--- config.mk ---
export PLATFORM = sky130hd
export DESIGN_NAME = uart_rx_fifo
export DESIGN_NICKNAME = d
export VERILOG_FILES = /design/src/rtl/uart_pkg.sv /design/src/rtl/uart_fifo_mem.sv /design/src/rtl/uart_rx_fifo.sv
export SDC_FILE = /design/constraint.sdc
export NUM_CORES = 1
export LEC_CHECK = 0
export ABC_AREA = 1
export CORE_ASPECT_RATIO = 1.2
export CORE_MARGIN = 2
export CORE_UTILIZATION = 25
export DETAILED_ROUTE_END_ITERATION = 6
export PLACE_DENSITY = 0.45
export REMOVE_ABC_BUFFERS = 1
export SETUP_SLACK_MARGIN = 0.02
export SYNTH_ARGS = -nofsm -noshare
export SYNTH_HDL_FRONTEND = slang
export SYNTH_HIERARCHICAL = 1
export SYNTH_SLANG_ARGS = --single-unit
export TNS_END_PERCENT = 100
--- constraint.sdc ---
create_clock -name clk -period 4.31 [get_ports clk]
set_clock_uncertainty 0.05 [all_clocks]
set_input_delay 1.0775 -clock clk [delete_from_list [all_inputs] [get_ports clk]]
set_output_delay 1.0775 -clock clk [all_outputs]
set_load 0.005 [all_outputs]
--- src/rtl/uart_pkg.sv ---
// Shared types and constants for the 16550 receive path.
package uart_pkg;

  typedef struct packed {
    logic       bi;
    logic       fe;
    logic       pe;
    logic [7:0] data;
  } rx_entry_t;

  localparam logic [1:0] TRIG_SEL_1  = 2'b00;
  localparam logic [1:0] TRIG_SEL_4  = 2'b01;
  localparam logic [1:0] TRIG_SEL_8  = 2'b10;
  localparam logic [1:0] TRIG_SEL_14 = 2'b11;

  localparam int unsigned TRIG_1  = 1;
  localparam int unsigned TRIG_4  = 4;
  localparam int unsigned TRIG_8  = 8;
  localparam int unsigned TRIG_14 = 14;

  // Idle character times with data waiting before the timeout flag asserts.
  localparam logic [2:0] CHAR_TO_THR = 3'd4;

  function automatic int unsigned trig_level(input logic [1:0] sel);
    case (sel)
      TRIG_SEL_1: return TRIG_1;
      TRIG_SEL_4: return TRIG_4;
      TRIG_SEL_8: return TRIG_8;
      default:    return TRIG_14;
    endcase
  endfunction

endpackage

--- src/rtl/uart_fifo_mem.sv ---
// Receive FIFO storage: DEPTH x rx_entry_t, synchronous write, asynchronous read.
module uart_fifo_mem
  import uart_pkg::*;
#(
  parameter int DEPTH = 16,
  parameter int AW    = $clog2(DEPTH)
) (
  input  logic          clk,
  input  logic          we,
  input  logic [AW-1:0] waddr,
  input  rx_entry_t     wdata,
  input  logic [AW-1:0] raddr,
  output rx_entry_t     rdata
);

  rx_entry_t mem_q [DEPTH];

  always_ff @(posedge clk) begin
    if (we) mem_q[waddr] <= wdata;
  end

  assign rdata = mem_q[raddr];

endmodule

--- src/rtl/uart_rx_fifo.sv ---
// 16550 receive FIFO: first-word fall-through, error tracking, trigger level.
// Optional character timeout built when UART_RX_TIMEOUT_EN is defined.
module uart_rx_fifo
  import uart_pkg::*;
#(
  parameter int DEPTH = 16,
  parameter int AW    = $clog2(DEPTH)
) (
  input  logic          clk,
  input  logic          rst,
  input  logic          push,
  input  logic [7:0]    din,
  input  logic          pe_in,
  input  logic          fe_in,
  input  logic          bi_in,
  input  logic          pop,
  input  logic          fifo_en,
  input  logic          clr,
  input  logic [1:0]    trig_lvl,
`ifdef UART_RX_TIMEOUT_EN
  input  logic          char_tick,
  output logic          timeout,
`endif
  output logic [7:0]    dout,
  output logic          pe_out,
  output logic          fe_out,
  output logic          bi_out,
  output logic          empty,
  output logic          full,
  output logic [AW:0]   count,
  output logic          overrun,
  output logic          trig_hit,
  output logic          err_in_fifo
);

  localparam logic [AW:0]   CAP_MAX = (AW+1)'(DEPTH);
  localparam logic [AW:0]   CNT_ONE = {{AW{1'b0}}, 1'b1};
  localparam logic [AW-1:0] PTR_ONE = {{(AW-1){1'b0}}, 1'b1};

  logic [AW-1:0] wptr_q, wptr_d, rptr_q, rptr_d;
  logic [AW:0]   count_q, count_d, err_q, err_d, cap, lvl;
  logic          ovr_q, ovr_d, fen_q;
  logic          flush, push_ok, pop_ok, in_err, head_err;
  rx_entry_t     wentry, rentry, head;

  // Toggling the FIFO mode discards whatever was queued, same as FCR[1].
  assign flush    = clr | (fifo_en != fen_q);
  assign empty    = (count_q == '0);
  assign cap      = fifo_en ? CAP_MAX : CNT_ONE;
  assign full     = (count_q == cap);
  assign pop_ok   = pop & ~empty & ~flush;
  assign push_ok  = push & ~flush & ((count_q < cap) | pop_ok);
  assign ovr_d    = push & ~flush & ~push_ok;
  assign in_err   = pe_in | fe_in | bi_in;
  assign head_err = rentry.pe | rentry.fe | rentry.bi;
  assign wentry   = '{bi: bi_in, fe: fe_in, pe: pe_in, data: din};

  always_comb begin
    wptr_d  = wptr_q;
    rptr_d  = rptr_q;
    count_d = count_q;
    err_d   = err_q;
    if (flush) begin
      wptr_d  = '0;
      rptr_d  = '0;
      count_d = '0;
      err_d   = '0;
    end else begin
      if (push_ok) wptr_d = wptr_q + PTR_ONE;
      if (pop_ok)  rptr_d = rptr_q + PTR_ONE;
      case ({push_ok, pop_ok})
        2'b10:   count_d = count_q + CNT_ONE;
        2'b01:   count_d = count_q - CNT_ONE;
        default: count_d = count_q;
      endcase
      case ({push_ok & in_err, pop_ok & head_err})
        2'b10:   err_d = err_q + CNT_ONE;
        2'b01:   err_d = err_q - CNT_ONE;
        default: err_d = err_q;
      endcase
    end
  end

  always_ff @(posedge clk) begin
    if (rst) begin
      wptr_q  <= '0;
      rptr_q  <= '0;
      count_q <= '0;
      err_q   <= '0;
      ovr_q   <= 1'b0;
      fen_q   <= fifo_en;
    end else begin
      wptr_q  <= wptr_d;
      rptr_q  <= rptr_d;
      count_q <= count_d;
      err_q   <= err_d;
      ovr_q   <= ovr_d;
      fen_q   <= fifo_en;
    end
  end

  uart_fifo_mem #(.DEPTH(DEPTH), .AW(AW)) u_mem (
    .clk   (clk),
    .we    (push_ok),
    .waddr (wptr_q),
    .wdata (wentry),
    .raddr (rptr_q),
    .rdata (rentry)
  );

  assign head        = empty ? '0 : rentry;
  assign dout        = head.data;
  assign pe_out      = head.pe;
  assign fe_out      = head.fe;
  assign bi_out      = head.bi;
  assign count       = count_q;
  assign overrun     = ovr_q;
  assign err_in_fifo = (err_q != '0);
  assign lvl         = (AW+1)'(trig_level(trig_lvl));
  assign trig_hit    = fifo_en ? (count_q >= lvl) : ~empty;

`ifdef UART_RX_TIMEOUT_EN
  logic [2:0] idle_q, idle_d;
  logic       to_q, to_d;

  // Counter saturates at the threshold; any FIFO access restarts the idle window.
  always_comb begin
    idle_d = idle_q;
    if (flush | push | pop)
      idle_d = '0;
    else if (char_tick && !empty && idle_q != CHAR_TO_THR)
      idle_d = idle_q + 3'd1;
    to_d = (idle_d == CHAR_TO_THR) && (count_d != '0);
  end

  always_ff @(posedge clk) begin
    if (rst) begin
      idle_q <= '0;
      to_q   <= 1'b0;
    end else begin
      idle_q <= idle_d;
      to_q   <= to_d;
    end
  end

  assign timeout = to_q;
`endif

endmodule

==> impl_metrics.yaml <==
global_route:
  antenna_found_initial: 0
  grt_overflow: 0
  grt_pass1_vias: 6071
  grt_pass1_wl_um: 35700
  grt_max_degree: 92
  grt_usage_pct: 12.9
route:
  antenna_left: 0
  firstDrtPassIters: 4
  dr_total_vias: 6249
  routed_via_density: 4.22
  drc: 0
  drt_wl_total_um: 23300
  avgRoutedWirePerCell_um: 15.7
  drt_iter0_drc: 363
logic_synthesis:
  synth-seq-cells: 196
  yosys_warnings: 6
  synth_flop_cell: "edfxtp_1"
  synth_most_common_cell: "nand2_1"
  syn_avg_cell_area_um2: 9.67
  synthCells: 942
  async_flop_share_pct: 0
  yosys-top-cells-count: "276 x nand2_1, 176 x edfxtp_1, 169 x inv_1, 145 x nand3_1, 39 x nor2_1"
  yosysTopAreaCellShare_pct: 58.0
  yosysUniqueCellTypes: 33
  syn-cell-area_mm2: 0.00910
  synth_largest_area_cell: "edfxtp_1"
  synth.yosys.seq_area_share_pct: 62.4
  yosys-top-cells-area: "edfxtp_1 58%, nand2_1 11%, nand3_1 8.0%"
  synth-edff-count: 176
final_layout:
  stdcell_count: 1480
  diodes: 0
  stdcell_area_mm2: 0.0107
  area_growth_pct: 17.9
  final_util_pct: 29.9
  fin_nets: 1035
  layout-drive-gt1-share_pct: 8.60
sta:
  tightest_slew_ps: 707
  drv_slew: 0
  rsz0062_at_grt: "no"
  timing.fmax_mhz: 247
  relSlewSlack_pct: 52.8
  setup_violations: 0
  final.setup.tns_ps: 0
  hold_violations: 0
  period_share_pct: 94.0
  period_minus_slack_ps: 4050
clocking:
  tritoncts: "built"
  clockBufferDepth: 2
  h-tree-depth: 4
  ctsResizeCount: 0
  cts_made_buffers: 17
  clk_pin_slew_ps: 70
  cts_sinks: 196
  clk_latency_ps: 440
  cts_root_buf: "clkbuf_16"
  postCtsSetupBuffers: 0
  postCtsHoldBufs: 0
critical_path:
  critical_path_arrival_ps: 2920
  cp-end-kind: "primary output"
  worstSetupPathType: "in2out"
  worstPathRequired_ps: 3180
  start_kind: "input pin"
  r2r.worst_path.cells: 16
  worstPathMaxFanout: 3
  regToRegSetupSlack_ps: 1000
power:
  p_sw_uw: 770
  switching_share_pct: 20.7
  p_clk_share_pct: 41.6
  comb_power_share_pct: 2.8
  p_int_uw: 2960
  p_leak_uw: 0.00448
  p_per_area_mw_per_mm2: 347
  power.total_uw: 3730
  ir_drop_uv: 264
  seqPwrFrac_pct: 55.6
flow_run:
  drv_cap: 0
floorplan:
  core_mm2: 0.0359
  die_area_mm2: 0.0380
  die_h_um: 213
  start_util_pct: 25.3
  core.rowCount: 76
  dieWidth_um: 178
  io_pins: 40
placed_design:
  hpwl_um: 13800
  portBuffers: 39
  place_inst: 1448
  gp_congestion: 0.725
  place_area_mm2: 0.0102
hold_path:
  hold_depth: 2
  min_path_type: "reg2reg"
outcome:
  status: "finished, final reports clean"
-- state kept, by name, indices dropped and copies added (netlist names) --
signal	flops
count	5
err_q	5
fen_q	1
overrun	1
rptr_q	4
u_mem/mem_q	176
wptr_q	4
-- power by group through the flow --
stage,Clock (µW),Combinational [µW],Sequential (µW)
6_report,1550,103,2070
5_1_grt,1660,116,2070
3_3_place_gp,0,104,2120
2_1_floorplan,0,40.4,2120
4_1_cts,1590,106,2070
3_5_place_dp,0,106,2120
-- cell type report --
class                   count  area (µm²)
clock inverters            14         139
well taps                 468         586
repair buffers             74         678
flip-flops and latches    196        5690
clock buffers              18         429
fillers                  3735       25200
multi-input cells         536        2560
inverters                 174         656
-- path summary, 6_finish.rpt --
kind | to | startpoint
setup / recovery | trig_hit | trig_lvl[0]
hold reg to reg | err_q[0]$_SDFFE_PP0P_ | err_q[0]$_SDFFE_PP0P_
setup reg to reg | err_q[4]$_SDFFE_PP0P_ | rptr_q[0]$_SDFFE_PP0P_
hold / removal | err_q[0]$_SDFFE_PP0P_ | err_q[0]$_SDFFE_PP0P_
-- metal layers --
layer	vias to the layer above	share of wire, %	GRT usage (%)
li1	3136	-	-
met1	2979	45	16.3
met2	111	49	22.2
met3	23	3.5	2.31
met4	0	1.7	4.01
met5	-	0	0
-- metrics by stage --
stage / worst slack, ps / hold WS, ps
floorplan: -96.1 / 400
CTS: 238 / 437
global placement: 207 / 429
finish: 260 / 443
global route: 172 / 476
detailed placement: 175 / 427
-- worst max-delay path, cell delays in order --
cell             delay [ps]
clkdlybuf4s50_1         490
nor2_1                   60
ha_1                    270
o21a_1                  190
o21a_1                  160
o21ai_0                 140
a22oi_1                  90
clkdlybuf4s50_1         450
-- logic make-up (layout without fill, tap and decap cells) --
| kind of cell | count (synthesis) | in the layout | share of synthesized area, % |
|---|---|---|---|
| AOI/OAI and AO/OA | 30 | 30 | 1.87 |
| xor gates and xnor gates | 8 | 8 | 0.770 |
| adders and majority gates | 17 | 17 | 2.50 |
| buffers and inverters | 210 | 280 | 9.45 |
| DFF | 196 | 196 | 62.4 |
| and+or+nand+nor | 481 | 481 | 23.0 |
-- placed cells by master, fill, tap and decap left out, drive strengths merged, types with 2 or more instances in the layout --
master	count
a21oi	17
buf	35
bufinv	2
edfxtp	176
ha	15
o21a	3
fa	2
nand3	148
o21ai	7
dfxtp	20
xor2	5
clkinvlp	6
nor2	45
nor3	4
nand3b	3
inv	174
clkinv	6
nand2	280
xnor2	3
clkdlybuf4s50	39
clkbuf	18
(Power assumes the default switching activity.)
